**config.mk**
```make
export PLATFORM = sky130hd
export DESIGN_NAME = vdp_io_port_flat
export DESIGN_NICKNAME = d
export VERILOG_FILES = /design/src/rtl/vdp_io_pkg.sv /design/src/rtl/vdp_io_port_if.sv /design/src/rtl/vdp_io_vram_if.sv /design/src/rtl/vdp_io_port.sv /design/src/flat_wrapper.sv
export SDC_FILE = /design/constraint.sdc
export NUM_CORES = 1
export LEC_CHECK = 0
export BUFFER_PORTS_ARGS = -buffer_cell sky130_fd_sc_hd__buf_2
export CORE_ASPECT_RATIO = 1.75
export CORE_UTILIZATION = 49
export CTS_BUF_LIST = sky130_fd_sc_hd__clkbuf_16
export CTS_CLUSTER_DIAMETER = 100
export DETAILED_ROUTE_END_ITERATION = 10
export PLACE_DENSITY_LB_ADDON = 0.1
export SYNTH_ARGS = -nofsm -noshare
export SYNTH_HDL_FRONTEND = slang
export SYNTH_SLANG_ARGS = --single-unit
```
**constraint.sdc**
```tcl
create_clock -name clk42m -period 3.2 [get_ports clk42m]
set_clock_uncertainty 0.2 [all_clocks]
set_input_delay 0.16 -clock clk42m [delete_from_list [all_inputs] [get_ports clk42m]]
set_output_delay 0.16 -clock clk42m [all_outputs]
set_load 0.05 [all_outputs]
```
**src/rtl/vdp_io_pkg.sv**
```systemverilog
// Shared constants and state encoding for the VDP I/O port block.
package vdp_io_pkg;

  localparam logic [1:0] PORT_VRAM = 2'd0;
  localparam logic [1:0] PORT_CTRL = 2'd1;
  localparam logic [1:0] PORT_PAL  = 2'd2;
  localparam logic [1:0] PORT_IND  = 2'd3;

  localparam logic [5:0] R14 = 6'd14;
  localparam logic [5:0] R15 = 6'd15;
  localparam logic [5:0] R16 = 6'd16;
  localparam logic [5:0] R17 = 6'd17;

  typedef enum logic [1:0] {
    ST_IDLE,
    ST_VRAM_REQ,
    ST_VRAM_WAIT
  } state_t;

endpackage

```
**src/rtl/vdp_io_port_if.sv**
```systemverilog
// Internal bus from msx_slot: valid/ready request handshake plus read-data strobe.
interface vdp_io_port_if;
  logic        memreq;
  logic        ioreq;
  logic [15:0] address;
  logic        write;
  logic        valid;
  logic        ready;
  logic [7:0]  wdata;
  logic [7:0]  rdata;
  logic        rdata_en;

  modport master (
    output memreq, ioreq, address, write, valid, wdata,
    input  ready, rdata, rdata_en
  );

  modport slave (
    input  memreq, ioreq, address, write, valid, wdata,
    output ready, rdata, rdata_en
  );
endinterface

```
**src/rtl/vdp_io_vram_if.sv**
```systemverilog
// VRAM side of the I/O port: address counter, read-ahead latch and request handshake.
module vdp_io_vram_if
  import vdp_io_pkg::*;
#(
  parameter int unsigned VRAM_AW = 17
) (
  input  logic               clk,
  input  logic               rst,
  input  logic               start,
  input  logic               start_write,
  input  logic [7:0]         wdata,
  input  logic               load,
  input  logic [VRAM_AW-1:0] load_addr,
  output logic               busy,
  output logic [7:0]         latch,
  output logic               vram_valid,
  input  logic               vram_ready,
  output logic               vram_write,
  output logic [VRAM_AW-1:0] vram_address,
  output logic [7:0]         vram_wdata,
  input  logic [7:0]         vram_rdata,
  input  logic               vram_rdata_en
);

  state_t             state, state_n;
  logic [VRAM_AW-1:0] counter;

  assign vram_valid   = (state == ST_VRAM_REQ);
  assign busy         = (state != ST_IDLE);
  assign vram_address = counter;

  // Next-state: request until accepted, reads then wait for the data strobe.
  always_comb begin
    state_n = state;
    case (state)
      ST_IDLE:      if (start) state_n = ST_VRAM_REQ;
      ST_VRAM_REQ:  if (vram_ready) state_n = vram_write ? ST_IDLE : ST_VRAM_WAIT;
      ST_VRAM_WAIT: if (vram_rdata_en) state_n = ST_IDLE;
      default:      state_n = ST_IDLE;
    endcase
  end

  // State register.
  always_ff @(posedge clk or posedge rst) begin
    if (rst) state <= ST_IDLE;
    else     state <= state_n;
  end

  // Counter load/increment, request capture and read-ahead latch.
  always_ff @(posedge clk or posedge rst) begin
    if (rst) begin
      counter    <= '0;
      latch      <= '0;
      vram_write <= 1'b0;
      vram_wdata <= '0;
    end else begin
      if (load)                                 counter <= load_addr;
      else if (state == ST_VRAM_REQ && vram_ready) counter <= counter + 1'b1;
      if (start && state == ST_IDLE) begin
        vram_write <= start_write;
        vram_wdata <= wdata;
      end
      if (state == ST_VRAM_WAIT && vram_rdata_en) latch <= vram_rdata;
    end
  end

endmodule

```
**src/rtl/vdp_io_port.sv**
```systemverilog
// V9938 I/O ports 98h-9Bh: VRAM data, control, palette and indirect register ports.
module vdp_io_port
  import vdp_io_pkg::*;
#(
  parameter logic [7:0]  IO_BASE = 8'h98,
  parameter int unsigned VRAM_AW = 17
) (
  input  logic               clk42m,
  input  logic               reset,
  vdp_io_port_if.slave       bus,
  output logic               reg_write,
  output logic [5:0]         reg_num,
  output logic [7:0]         reg_data,
  output logic               palette_write,
  output logic [3:0]         palette_num,
  output logic [8:0]         palette_rgb,
  output logic               vram_valid,
  input  logic               vram_ready,
  output logic               vram_write,
  output logic [VRAM_AW-1:0] vram_address,
  output logic [7:0]         vram_wdata,
  input  logic [7:0]         vram_rdata,
  input  logic               vram_rdata_en,
  output logic [3:0]         status_select,
  input  logic [7:0]         status_data,
  output logic               status_read
);

  logic       armed, ctrl_flag, pal_flag, r17_hold;
  logic [7:0] ctrl_byte;
  logic [5:0] pal_rb, r17_num;
  logic [2:0] r14;
  logic [3:0] r15, r16;
  logic       rd_pend, rd_stat;
  logic [7:0] rd_val;

  logic               hit, accept, busy;
  logic [7:0]         latch;
  logic               start, start_write, load;
  logic [VRAM_AW-1:0] load_addr;
  logic               rw_en, pal_en;
  logic [5:0]         rw_num;
  logic [7:0]         rw_data;
  logic               ctrl_flag_n, pal_flag_n, rd_n, rd_stat_n;
  logic [7:0]         ctrl_byte_n, rd_val_n;
  logic [5:0]         pal_rb_n, r17_num_n;
  logic               unused_addr;

  assign unused_addr   = ^bus.address[15:8];
  assign status_select = r15;
  assign hit    = bus.valid & bus.ioreq & ~bus.memreq & (bus.address[7:2] == IO_BASE[7:2]);
  assign accept = hit & armed & ~busy;
  assign load_addr = VRAM_AW'({r14, bus.wdata[5:0], ctrl_byte});

  vdp_io_vram_if #(.VRAM_AW(VRAM_AW)) u_vram (
    .clk           (clk42m),
    .rst           (reset),
    .start         (start),
    .start_write   (start_write),
    .wdata         (bus.wdata),
    .load          (load),
    .load_addr     (load_addr),
    .busy          (busy),
    .latch         (latch),
    .vram_valid    (vram_valid),
    .vram_ready    (vram_ready),
    .vram_write    (vram_write),
    .vram_address  (vram_address),
    .vram_wdata    (vram_wdata),
    .vram_rdata    (vram_rdata),
    .vram_rdata_en (vram_rdata_en)
  );

  // Port decode: work out the action of an accepted access.
  always_comb begin
    start       = 1'b0;
    start_write = 1'b0;
    load        = 1'b0;
    rw_en       = 1'b0;
    rw_num      = '0;
    rw_data     = '0;
    pal_en      = 1'b0;
    ctrl_flag_n = ctrl_flag;
    ctrl_byte_n = ctrl_byte;
    pal_flag_n  = pal_flag;
    pal_rb_n    = pal_rb;
    r17_num_n   = r17_num;
    rd_n        = 1'b0;
    rd_stat_n   = 1'b0;
    rd_val_n    = 8'hFF;
    if (accept) begin
      case (bus.address[1:0])
        PORT_VRAM: begin
          ctrl_flag_n = 1'b0;
          start       = 1'b1;
          start_write = bus.write;
          rd_n        = ~bus.write;
          rd_val_n    = latch;
        end
        PORT_CTRL: begin
          if (!bus.write) begin
            ctrl_flag_n = 1'b0;
            rd_n        = 1'b1;
            rd_stat_n   = 1'b1;
          end else if (!ctrl_flag) begin
            ctrl_byte_n = bus.wdata;
            ctrl_flag_n = 1'b1;
          end else begin
            ctrl_flag_n = 1'b0;
            if (bus.wdata[7]) begin
              rw_en   = 1'b1;
              rw_num  = bus.wdata[5:0];
              rw_data = ctrl_byte;
            end else begin
              load  = 1'b1;
              start = ~bus.wdata[6];
            end
          end
        end
        PORT_PAL: begin
          if (!bus.write) begin
            rd_n = 1'b1;
          end else if (!pal_flag) begin
            pal_rb_n   = {bus.wdata[6:4], bus.wdata[2:0]};
            pal_flag_n = 1'b1;
          end else begin
            pal_flag_n = 1'b0;
            pal_en     = 1'b1;
          end
        end
        default: begin
          if (!bus.write) begin
            rd_n = 1'b1;
          end else begin
            rw_en   = (r17_num != R17);
            rw_num  = r17_num;
            rw_data = bus.wdata;
            if (!r17_hold) r17_num_n = r17_num + 6'd1;
          end
        end
      endcase
    end
  end

  // Bus handshake, read-data return and port sequence flags.
  always_ff @(posedge clk42m or posedge reset) begin
    if (reset) begin
      armed        <= 1'b0;
      bus.ready    <= 1'b0;
      bus.rdata    <= '0;
      bus.rdata_en <= 1'b0;
      status_read  <= 1'b0;
      rd_pend      <= 1'b0;
      rd_stat      <= 1'b0;
      rd_val       <= '0;
      ctrl_flag    <= 1'b0;
      ctrl_byte    <= '0;
      pal_rb       <= '0;
    end else begin
      if (accept)          armed <= 1'b0;
      else if (!bus.valid) armed <= 1'b1;
      bus.ready    <= accept;
      rd_pend      <= rd_n;
      rd_stat      <= rd_stat_n;
      rd_val       <= rd_val_n;
      bus.rdata_en <= rd_pend;
      status_read  <= rd_pend & rd_stat;
      if (rd_pend) bus.rdata <= rd_stat ? status_data : rd_val;
      ctrl_flag    <= ctrl_flag_n;
      ctrl_byte    <= ctrl_byte_n;
      pal_rb       <= pal_rb_n;
    end
  end

  // Register/palette write pulses and the R#14-R#17 shadows.
  always_ff @(posedge clk42m or posedge reset) begin
    if (reset) begin
      reg_write     <= 1'b0;
      reg_num       <= '0;
      reg_data      <= '0;
      palette_write <= 1'b0;
      palette_num   <= '0;
      palette_rgb   <= '0;
      pal_flag      <= 1'b0;
      r14           <= '0;
      r15           <= '0;
      r16           <= '0;
      r17_num       <= '0;
      r17_hold      <= 1'b0;
    end else begin
      reg_write     <= rw_en;
      palette_write <= pal_en;
      if (rw_en) begin
        reg_num  <= rw_num;
        reg_data <= rw_data;
      end
      if (pal_en) begin
        palette_num <= r16;
        palette_rgb <= {pal_rb[5:3], bus.wdata[2:0], pal_rb[2:0]};
        r16         <= r16 + 4'd1;
      end
      pal_flag <= pal_flag_n;
      r17_num  <= r17_num_n;
      // Shadow updates come last so a register write wins over sequencing.
      if (rw_en) begin
        case (rw_num)
          R14: r14 <= rw_data[2:0];
          R15: r15 <= rw_data[3:0];
          R16: begin
            r16      <= rw_data[3:0];
            pal_flag <= 1'b0;
          end
          R17: begin
            r17_num  <= rw_data[5:0];
            r17_hold <= rw_data[7];
          end
          default: ;
        endcase
      end
    end
  end

endmodule

```
**src/flat_wrapper.sv**
```systemverilog
// flat-port wrapper written by rule: the top's interface ports become plain ports
module vdp_io_port_flat import vdp_io_pkg::*;
#(
  parameter logic [7:0]  IO_BASE = 8'h98,
  parameter int unsigned VRAM_AW = 17
)
  (clk42m, reset, reg_write, reg_num, reg_data, palette_write, palette_num, palette_rgb, vram_valid, vram_ready, vram_write, vram_address, vram_wdata, vram_rdata, vram_rdata_en, status_select, status_data, status_read, bus_memreq, bus_ioreq, bus_address, bus_write, bus_valid, bus_wdata, bus_ready, bus_rdata, bus_rdata_en);
  vdp_io_port_if bus_i ();
  input  logic clk42m;
  input  logic reset;
  output logic reg_write;
  output logic [5:0] reg_num;
  output logic [7:0] reg_data;
  output logic palette_write;
  output logic [3:0] palette_num;
  output logic [8:0] palette_rgb;
  output logic vram_valid;
  input  logic vram_ready;
  output logic vram_write;
  output logic [VRAM_AW-1:0] vram_address;
  output logic [7:0] vram_wdata;
  input  logic [7:0] vram_rdata;
  input  logic vram_rdata_en;
  output logic [3:0] status_select;
  input  logic [7:0] status_data;
  output logic status_read;
  input wire logic [$bits(bus_i.memreq)-1:0] bus_memreq;
  input wire logic [$bits(bus_i.ioreq)-1:0] bus_ioreq;
  input wire logic [$bits(bus_i.address)-1:0] bus_address;
  input wire logic [$bits(bus_i.write)-1:0] bus_write;
  input wire logic [$bits(bus_i.valid)-1:0] bus_valid;
  input wire logic [$bits(bus_i.wdata)-1:0] bus_wdata;
  output wire logic [$bits(bus_i.ready)-1:0] bus_ready;
  output wire logic [$bits(bus_i.rdata)-1:0] bus_rdata;
  output wire logic [$bits(bus_i.rdata_en)-1:0] bus_rdata_en;
  assign bus_i.memreq = bus_memreq;
  assign bus_i.ioreq = bus_ioreq;
  assign bus_i.address = bus_address;
  assign bus_i.write = bus_write;
  assign bus_i.valid = bus_valid;
  assign bus_i.wdata = bus_wdata;
  assign bus_ready = bus_i.ready;
  assign bus_rdata = bus_i.rdata;
  assign bus_rdata_en = bus_i.rdata_en;
  vdp_io_port #(.IO_BASE(IO_BASE), .VRAM_AW(VRAM_AW)) u_core (.clk42m(clk42m), .reset(reset), .bus(bus_i), .reg_write(reg_write), .reg_num(reg_num), .reg_data(reg_data), .palette_write(palette_write), .palette_num(palette_num), .palette_rgb(palette_rgb), .vram_valid(vram_valid), .vram_ready(vram_ready), .vram_write(vram_write), .vram_address(vram_address), .vram_wdata(vram_wdata), .vram_rdata(vram_rdata), .vram_rdata_en(vram_rdata_en), .status_select(status_select), .status_data(status_data), .status_read(status_read));
endmodule
```
[Yosys cells after proc, flatten, opt, wreduce, memory -nomap -nowiden]
Cells that the tools add are included.
Storage, ports and cells
  bits in registers: 121
  logic and storage cells: 143
Cells by class
  add/subtract/negate cells: 3
  equality and inequality tests: 14
  muxes and demuxes: 69
  bitwise gates (word level): 12
  reductions and logical operators: 17
Operators with widths (count)
  $mux 6: 11
  $mux 8: 8
  $mux 1: 35
  $mux 17: 2
  $add 17x1->17 const B: 1
  $pmux 8 s2: 1
  $eq 6x4->1 const B: 2
  $eq 6x5->1 const B: 2
  $mux 4: 3
  $pmux 6 s2: 1
  $mux 2: 4
  $reduce_and 2->1: 4
  $reduce_and 4->1: 2
  $add 6x1->6 const B: 1
  $and 1x1->1: 6
  $eq 6x6->1 const B: 1
  $ne 6x5->1 const B: 1
  $not 1->1: 6
  $pmux 1 s2: 3
  $pmux 2 s3: 1
  $reduce_bool 2->1: 3
  $add 4x1->4 const B: 1
  $eq 2x1->1 const B: 2
  $eq 2x2->1 const B: 2
  other kinds (7): 12

[Longest topological paths before layout]
Gate-level depths: netlist of run 1.
  depth in word-level cells: 9
  depth in mapped cells: 8

[Cells and area by module]
From an unflattened synthesis of run 1, not the netlist that was laid out.
Unflattened totals
  cell total of the unflattened synthesis: 486
  area total of the unflattened synthesis: 5768.0 um2
Modules (own cells, without submodules)
  vdp_io_port: instances 1, cells an instance 326, area an instance 4062.6 um2, sequential area each 2127.0 um2
  vdp_io_vram_if: instances 1, cells an instance 160, area an instance 1705.4 um2, sequential area each 900.9 um2

[Least setup slack after synthesis of run 1]
No wires, ideal clock.
  path type: register to register
  start: register u_core.u_vram.state[0]
  end: register u_core.r17_hold
  arrival: 2.272 ns
  required time: 2.875 ns
  path slack: 0.603 ns
  stages on the path, launching flop included: 9
  buffers on the path: 2
  clock period less this slack: 2.597 ns
  cells stage by stage: dfrtp_1 -> or4_4 -> or3_1 -> buf_6 -> clkinv_4 -> and3_4 -> buf_8 -> nand4_4 -> mux2_4
RTL lines
  start: declaration: RTL line vdp_io_vram_if.sv:25  | state_t state, state_n;
  start signal: assignment: RTL line vdp_io_vram_if.sv:46  | else state <= state_n;
  $reduce_bool 2->1: RTL line vdp_io_vram_if.sv:29  | assign busy = (state != ST_IDLE);
  $not 1->1: RTL line vdp_io_port.sv:52  | assign accept = hit & armed & ~busy;
  $and 1x1->1: RTL line vdp_io_port.sv:52
  $mux 1: RTL line vdp_io_port.sv:91  | if (accept) begin
  net u_core.rw_en: RTL line vdp_io_port.sv:41  | logic rw_en, pal_en;
  $reduce_and 2->1 (no source line)
  end signal: assignment: RTL line vdp_io_port.sv:215  | r17_hold <= rw_data[7];
  end: declaration: RTL line vdp_io_port.sv:29  | logic armed, ctrl_flag, pal_flag, r17_hold;
The timed path passes the listed nets, and every way through them passes these cells.
A chain may end at the register's enable or synchronous reset.

[Final worst setup path of run 1]
  start: register u_core.u_vram.state[0]
  end: register u_core.u_vram.vram_wdata[0]
On the way
  cells in the longest elaborated chain, start to end: 5
RTL lines
  $reduce_bool 2->1: RTL line vdp_io_vram_if.sv:29
  $not 1->1: RTL line vdp_io_port.sv:52
  $and 1x1->1: RTL line vdp_io_port.sv:52
  $mux 1: RTL line vdp_io_port.sv:91
  $logic_and 1x1->1 *: RTL line vdp_io_vram_if.sv:59  | if (start && state == ST_IDLE) begin
  end signal: assignment: RTL line vdp_io_vram_if.sv:61  | vram_wdata <= wdata;
  end: declaration: RTL line vdp_io_vram_if.sv:20  | output logic [7:0] vram_wdata,
Every way passes the cells marked *; elsewhere a longest branch is shown, timed or not.

==> results of run 1 <==
## kinds of logic after synthesis
logic type / synth area share, %
adder cells (fa/ha/maj): 1.37
AND/OR/NAND/NOR: 15.6
flip-flops: 55.3
AO/OA/AOI/OAI: 8.41
XOR/XNOR: 2.72
buffers and inverters: 2.44
multiplexers: 14.2
## flip-flops by register name (all words and copies together), names as in the netlist, 2 cells and up
register and count:
u_core.r16 4, u_core.status_select 4, u_core.r17_num 6, u_core.ctrl_byte 8, u_core.u_vram.state 2, u_core.r14 3
u_core.pal_rb 6, u_core.rd_val 8, u_core.u_vram.vram_address 17, u_core.reg_data 8, u_core.palette_num 4, u_core.palette_rgb 9
u_core.u_vram.latch 8, u_core.reg_num 6, u_core.u_vram.vram_wdata 8, u_core.bus.rdata 8
## routing by layer
| metal | wire length, um | share of wire (%) |
|---|---|---|
| met1 | 5300 | 37 |
| met2 | 7760 | 54 |
| met3 | 556 | 3.9 |
| met5 | 0 | 0 |
| met4 | 622 | 4.4 |
## how the worst max path moves through the flow
| stage | from | to | slack (ps) |
|---|---|---|---|
| floorplan | u_core.u_vram.state[0] | u_core.r17_hold | 600 |
| global placement | u_core.u_vram.state[0] | u_core.r17_num[3] | 470 |
| detailed placement | u_core.u_vram.state[0] | u_core.u_vram.vram_wdata[0] | 400 |
| CTS | u_core.u_vram.state[0] | u_core.u_vram.vram_wdata[0] | 390 |
| global route | u_core.u_vram.state[0] | u_core.u_vram.vram_wdata[2] | 260 |
| finish | u_core.u_vram.state[0] | u_core.u_vram.vram_wdata[0] | 380 |
## final cells by class
class	instances	area (um2)
fillers	868	3660
flip-flops and latches	121	3030
multi-input cells	331	2320
repair buffers	155	981
clock buffers	17	425
well taps	130	163
clock inverters	13	115
inverters	14	61.3
## where the power goes
part	switching, mW	internal [mW]
combinational	0.114	0.0781
clock	0.650	1.11
sequential	0.0129	1.55
## cells in the mapped netlist (2+ instances only)
master    number
dfrtp_1      121
nor3_1        15
a22oi_1        8
nor2_1        34
and3_1         2
nand3_1       17
nor2b_1        2
xor2_1        10
mux2_4         3
mux2i_1       17
o21ai_0       16
nand4_1        8
a22o_1         8
a21o_1         2
or3_1          2
clkbuf_1      12
a21oi_1       21
nor4_1         3
mux2_2        50
nand3b_1       4
ha_1           6
nand2_1       50
inv_1         13
nand2b_1      10
nand4b_1       6
and2_1         7
xnor2_1        7
o21a_1         2
## worst max-delay path: cells and delay by family (launching register included)
| family | cells | cell delay, ps |
|---|---|---|
| mux | 1 | 420 |
| simple gates | 4 | 1680 |
| flops | 1 | 410 |
## metrics by stage
stage | util (%) | power, mW | instance area (um2)
6_report | 66.0 | 3.52 | 7100
5_1_grt | 66.0 | 3.64 | 7100
4_1_cts | 66.0 | 3.55 | 7100
3_5_place_dp | 58.0 | 1.75 | 6240
3_3_place_gp | 58.0 | 1.75 | 6240
2_1_floorplan | - | 1.68 | 5480
==> flow_metrics.tcl, run 1 <==
set metrics [dict create \
    ys_warn_count 0 \
    grt.busiest_layer "met2" \
    worst_pin_slew_ps 798 \
    first_global_vias 4536 \
    wire_per_inst_um 18.2 \
    slew_headroom_pct 46.7 \
    post-place-cells 719 \
    pwr_density_cell_mw_per_mm2 496 \
    syn_inst 481 \
    layout_common_cells "dfrtp_1, buf_2, mux2_2, nand2_1, nor2_1" \
    n_antenna_cell 0 \
    final_max_slew_viol_count 0 \
    dieWidth_um 81.9 \
    layout-drive-gt1-share_pct 31.8 \
    holdPathStages 3 \
    synth_ff_type "dfrtp_1" \
    gp_congestion 0.874 \
    cp_slowest_stage_delay_ps 590 \
    reg2reg_to "u_core.u_vram.vram_wdata[0]" \
    fp.dieArea_mm2 0.0116 \
    netlist.area_leader.share_pct 55.3 \
    maxCapViolCount 0 \
    syn_nets 535 \
    finalHoldWorstSlack_ps 52.7 \
    crit_path_cell_trace "or4_4, or3_1, nor2_1, nand2_1, mux2_2" \
    instances_no_fill 781 \
    grt_util_met3_pct 5.72 \
    synth_area_leaders "dfrtp_1, mux2_2, nand2_1, mux2i_1, nor2_1" \
    wl_um 14200 \
    postSynth.asyncResetShare_pct 100 \
    cts_sinks 121 \
    final_common_cell "dfrtp_1" \
    grt_first_pass_wirelength_um 22800 \
    crit_slowest_cell "or4_4" \
    peakVddDrop_uv 417 \
    placeableCoreArea_mm2 0.0108 \
    hp-class "primary input to flop" \
    cts_resized 0 \
    r2r-start "u_core.u_vram.state[0]" \
    cts_tree "built" \
    root_buffer "clkbuf_16" \
    met2_usage_pct 48.7 \
    worst_r2r_path_depth 5 \
    worstPathMaxFanout 10 \
    grt_max_degree 60 \
    drc 0 \
    holdPathEnd "u_core.palette_write" \
    setup-violations-final 0 \
    drt_iter0_markers 190 \
    tns_ps 0 \
    io_buffer_count 110 \
    cts_buffers 17 \
    crit_arrival_ps 2910 \
    drt-pass1-iter-count 4 \
    grt_antenna_before_repair 0 \
    leakage_nw 3.56 \
    area_delta_synth_final_pct 29.6 \
    dpl.hpwl_um 10200 \
    synth_edf_count 0 \
    cp_data_required_time_ps 3290 \
    htree_num_levels 4 \
    yosys.area.top_type "dfrtp_1" \
    fmax_mhz 354 \
    clk_latency_ps 410 \
    finalCritPeriodShare_pct 88.3 \
    rsz0062_at_grt "no" \
    postRouteAntennaNets 0 \
    syn_avg_cell_area_um2 11.4 \
    syn_area_mm2 0.00548 \
    hold_viol 0 \
    globalRouteMet1Util_pct 27.6 \
    path_clk_slew_ps 50 \
    cts_hold_buf 32 \
    synth_cell_types 53 \
    status "finished, final reports clean" \
    core.rowCount 50 \
    synth_seq_cells 121 \
    grt_overflow 0 \
    pre_cts_ws_ps 399 \
    cts_max_path_buffers 2 \
    startpoint_type "flop" \
    min_period_ps 2820 \
    fin_ws_ps 376 \
    fin_nets 694 \
    rrSetupSlack_ps 380 \
    cts_setup_buffers 0 \
    num_vias 4308 \
    hold_start "bus_address[1]" \
    path_class "flop to flop" \
    routed_via_density 5.52 \
    grt_use_total_pct 27.0 \
    initial_core_util_pct 50.9 \
    yosysSeqAreaShare_pct 55.3 \
    pin_count 119 \
    endpoint_kind "flop" \
    die_y_um 142 \
]
(Power assumes the default switching activity.)
==> inputs of run 2 (changes only) <==
Settings changed: CORE_ASPECT_RATIO 1.75 to 1.2, SLEW_MARGIN set to 20.
==> run 2 against run 1 <==
  * The flow now finishes with violations (DRC)
  * First-iteration DRC count decreased by 7.9%
  * Count of clock-buffer cells in the layout did not move
  * Cell count grew 0.26%
  * Utilization rose by 0.90 points
  * Routed wire length shrank 3.5%
  * Via count is 0.30% higher
  * Critical path depth is 1 higher
  * Power up 5.8%
  * Flip-flop and latch count did not move
  * Critical endpoint is now u_core.r16[1]
  * Largest cell class unchanged
==> flow_metrics.tcl, run 2 (synthesized netlist as in run 1, its figures left out) <==
set metrics [dict create \
    cts_resized 0 \
    placeableCoreArea_mm2 0.0107 \
    cts_buffers 17 \
    power.total_mw 3.73 \
    clkPwrFrac_pct 52.8 \
    dpl.hpwl_um 9480 \
    p_comb_share_pct 5.3 \
    leakage_nw 3.59 \
    root_buffer "clkbuf_16" \
    hold_start "bus_address[1]" \
    n_antenna_cell 0 \
    layout_common_cells "dfrtp_1, buf_2, mux2_2, nand2_1, nor2_1" \
    wire_per_inst_um 17.6 \
    layout-drive-gt1-share_pct 32.6 \
    cts_hold_buf 31 \
    finalHoldWorstSlack_ps 59.4 \
    cts_tree "built" \
    fmax_mhz 340 \
    holdPathEnd "u_core.palette_write" \
    worstPathMaxFanout 14 \
    drt_iter0_markers 175 \
    grt_use_total_pct 25.3 \
    p_int_mw 2.92 \
    path_clk_slew_ps 50 \
    finalCritPeriodShare_pct 91.8 \
    tns_ps 0 \
    worst_pin_slew_ps 738 \
    core.rowCount 41 \
    rsz0062_at_grt "no" \
    hp-class "primary input to flop" \
    peakVddDrop_uv 386 \
    num_vias 4321 \
    hold_viol 0 \
    rrSetupSlack_ps 260 \
    htree_num_levels 4 \
    maxCapViolCount 0 \
    worst_r2r_path_depth 6 \
    routed_via_density 5.52 \
    setup-violations-final 0 \
    final_max_slew_viol_count 0 \
    initial_core_util_pct 51.1 \
    largest_reg_flops 17 \
    power_switching_share_pct 21.6 \
    grt_max_degree 35 \
    area_delta_synth_final_pct 30.9 \
    grt_antenna_before_repair 0 \
    clk_latency_ps 410 \
    cts_sinks 121 \
    cts_setup_buffers 0 \
    gp_congestion 0.855 \
    drc 6 \
    die_y_um 118 \
    startpoint_type "flop" \
    endpoint_kind "flop" \
    crit_arrival_ps 3030 \
    path_class "flop to flop" \
    power_frac_seq_pct 41.9 \
    pin_count 119 \
    violations "DRC" \
    status "complete, but fails checks" \
    first_global_vias 4475 \
    io_buffer_count 110 \
    drt-pass1-iter-count 11 \
    min_period_ps 2940 \
    p_switching_mw 0.806 \
    grt_overflow 0 \
    holdPathStages 3 \
    dieWidth_um 98.5 \
    reg2reg_to "u_core.r16[1]" \
    slew_headroom_pct 50.8 \
    postRouteAntennaNets 0 \
    cp_data_required_time_ps 3290 \
    final_common_cell "dfrtp_1" \
    cts_max_path_buffers 2 \
    pwr_density_cell_mw_per_mm2 520 \
    fin_nets 695 \
    grt_first_pass_wirelength_um 22500 \
    fp.dieArea_mm2 0.0116 \
    wl_um 13700 \
    r2r-start "u_core.u_vram.state[0]" \
]
run 2: worst max-delay path by stage:
stage                                 from         endpoint  slack (ps)  depth (start not counted)
finish              u_core.u_vram.state[0]    u_core.r16[1]         260                          6
global route        u_core.u_vram.state[0]    u_core.r16[1]         170                          6
CTS                 u_core.u_vram.state[0]    u_core.r16[1]         290                          6
detailed placement  u_core.u_vram.state[0]    u_core.r16[1]         300                          6
global placement    u_core.u_vram.state[0]    u_core.r16[1]         350                          6
floorplan           u_core.u_vram.state[0]  u_core.r17_hold         600                          8
run 2: layout make-up:
type | count | area (um2)
Inverter | 14 | 61.3
Tap cell | 129 | 161
Fill cell | 837 | 3550
Multi-Input combinational cell | 331 | 2320
Sequential cell | 121 | 3030
Clock buffer | 17 | 425
Clock inverter | 15 | 183
Timing Repair Buffer | 156 | 986
run 2: worst max-delay path: stages, from the launching register on:
cell,delay [ps]
dfrtp_1,410
or4_4,590
or3_1,430
clkinv_4,130
and3_4,290
nand4_1,360
mux2_2,400
run 2: metal layers:
| metal | wire [um] | GRT usage (%) |
|---|---|---|
| met1 | 6080 | 31.8 |
| met2 | 6930 | 43.4 |
| met3 | 559 | 5.23 |
| met4 | 176 | 8.30 |
| met5 | 0 | 0 |
run 2: power by group through the flow:
stage | combinational (mW) | sequential [mW] | clock, mW
3_5_place_dp | 0.169 | 1.59 | 0
5_1_grt | 0.217 | 1.56 | 2.06
3_3_place_gp | 0.166 | 1.59 | 0
6_report | 0.197 | 1.56 | 1.97
4_1_cts | 0.198 | 1.56 | 2.00
2_1_floorplan | 0.0753 | 1.61 | 0
run 2: through the flow:
stage	setup slack, ps	cells	area (um2)	util (%)
after floorplan	603	481	5480	-
after global placement	353	720	6250	58.3
after detailed placement	300	720	6250	58.3
after CTS	286	783	7170	66.9
after global routing	170	783	7170	66.9
final	261	783	7170	66.9
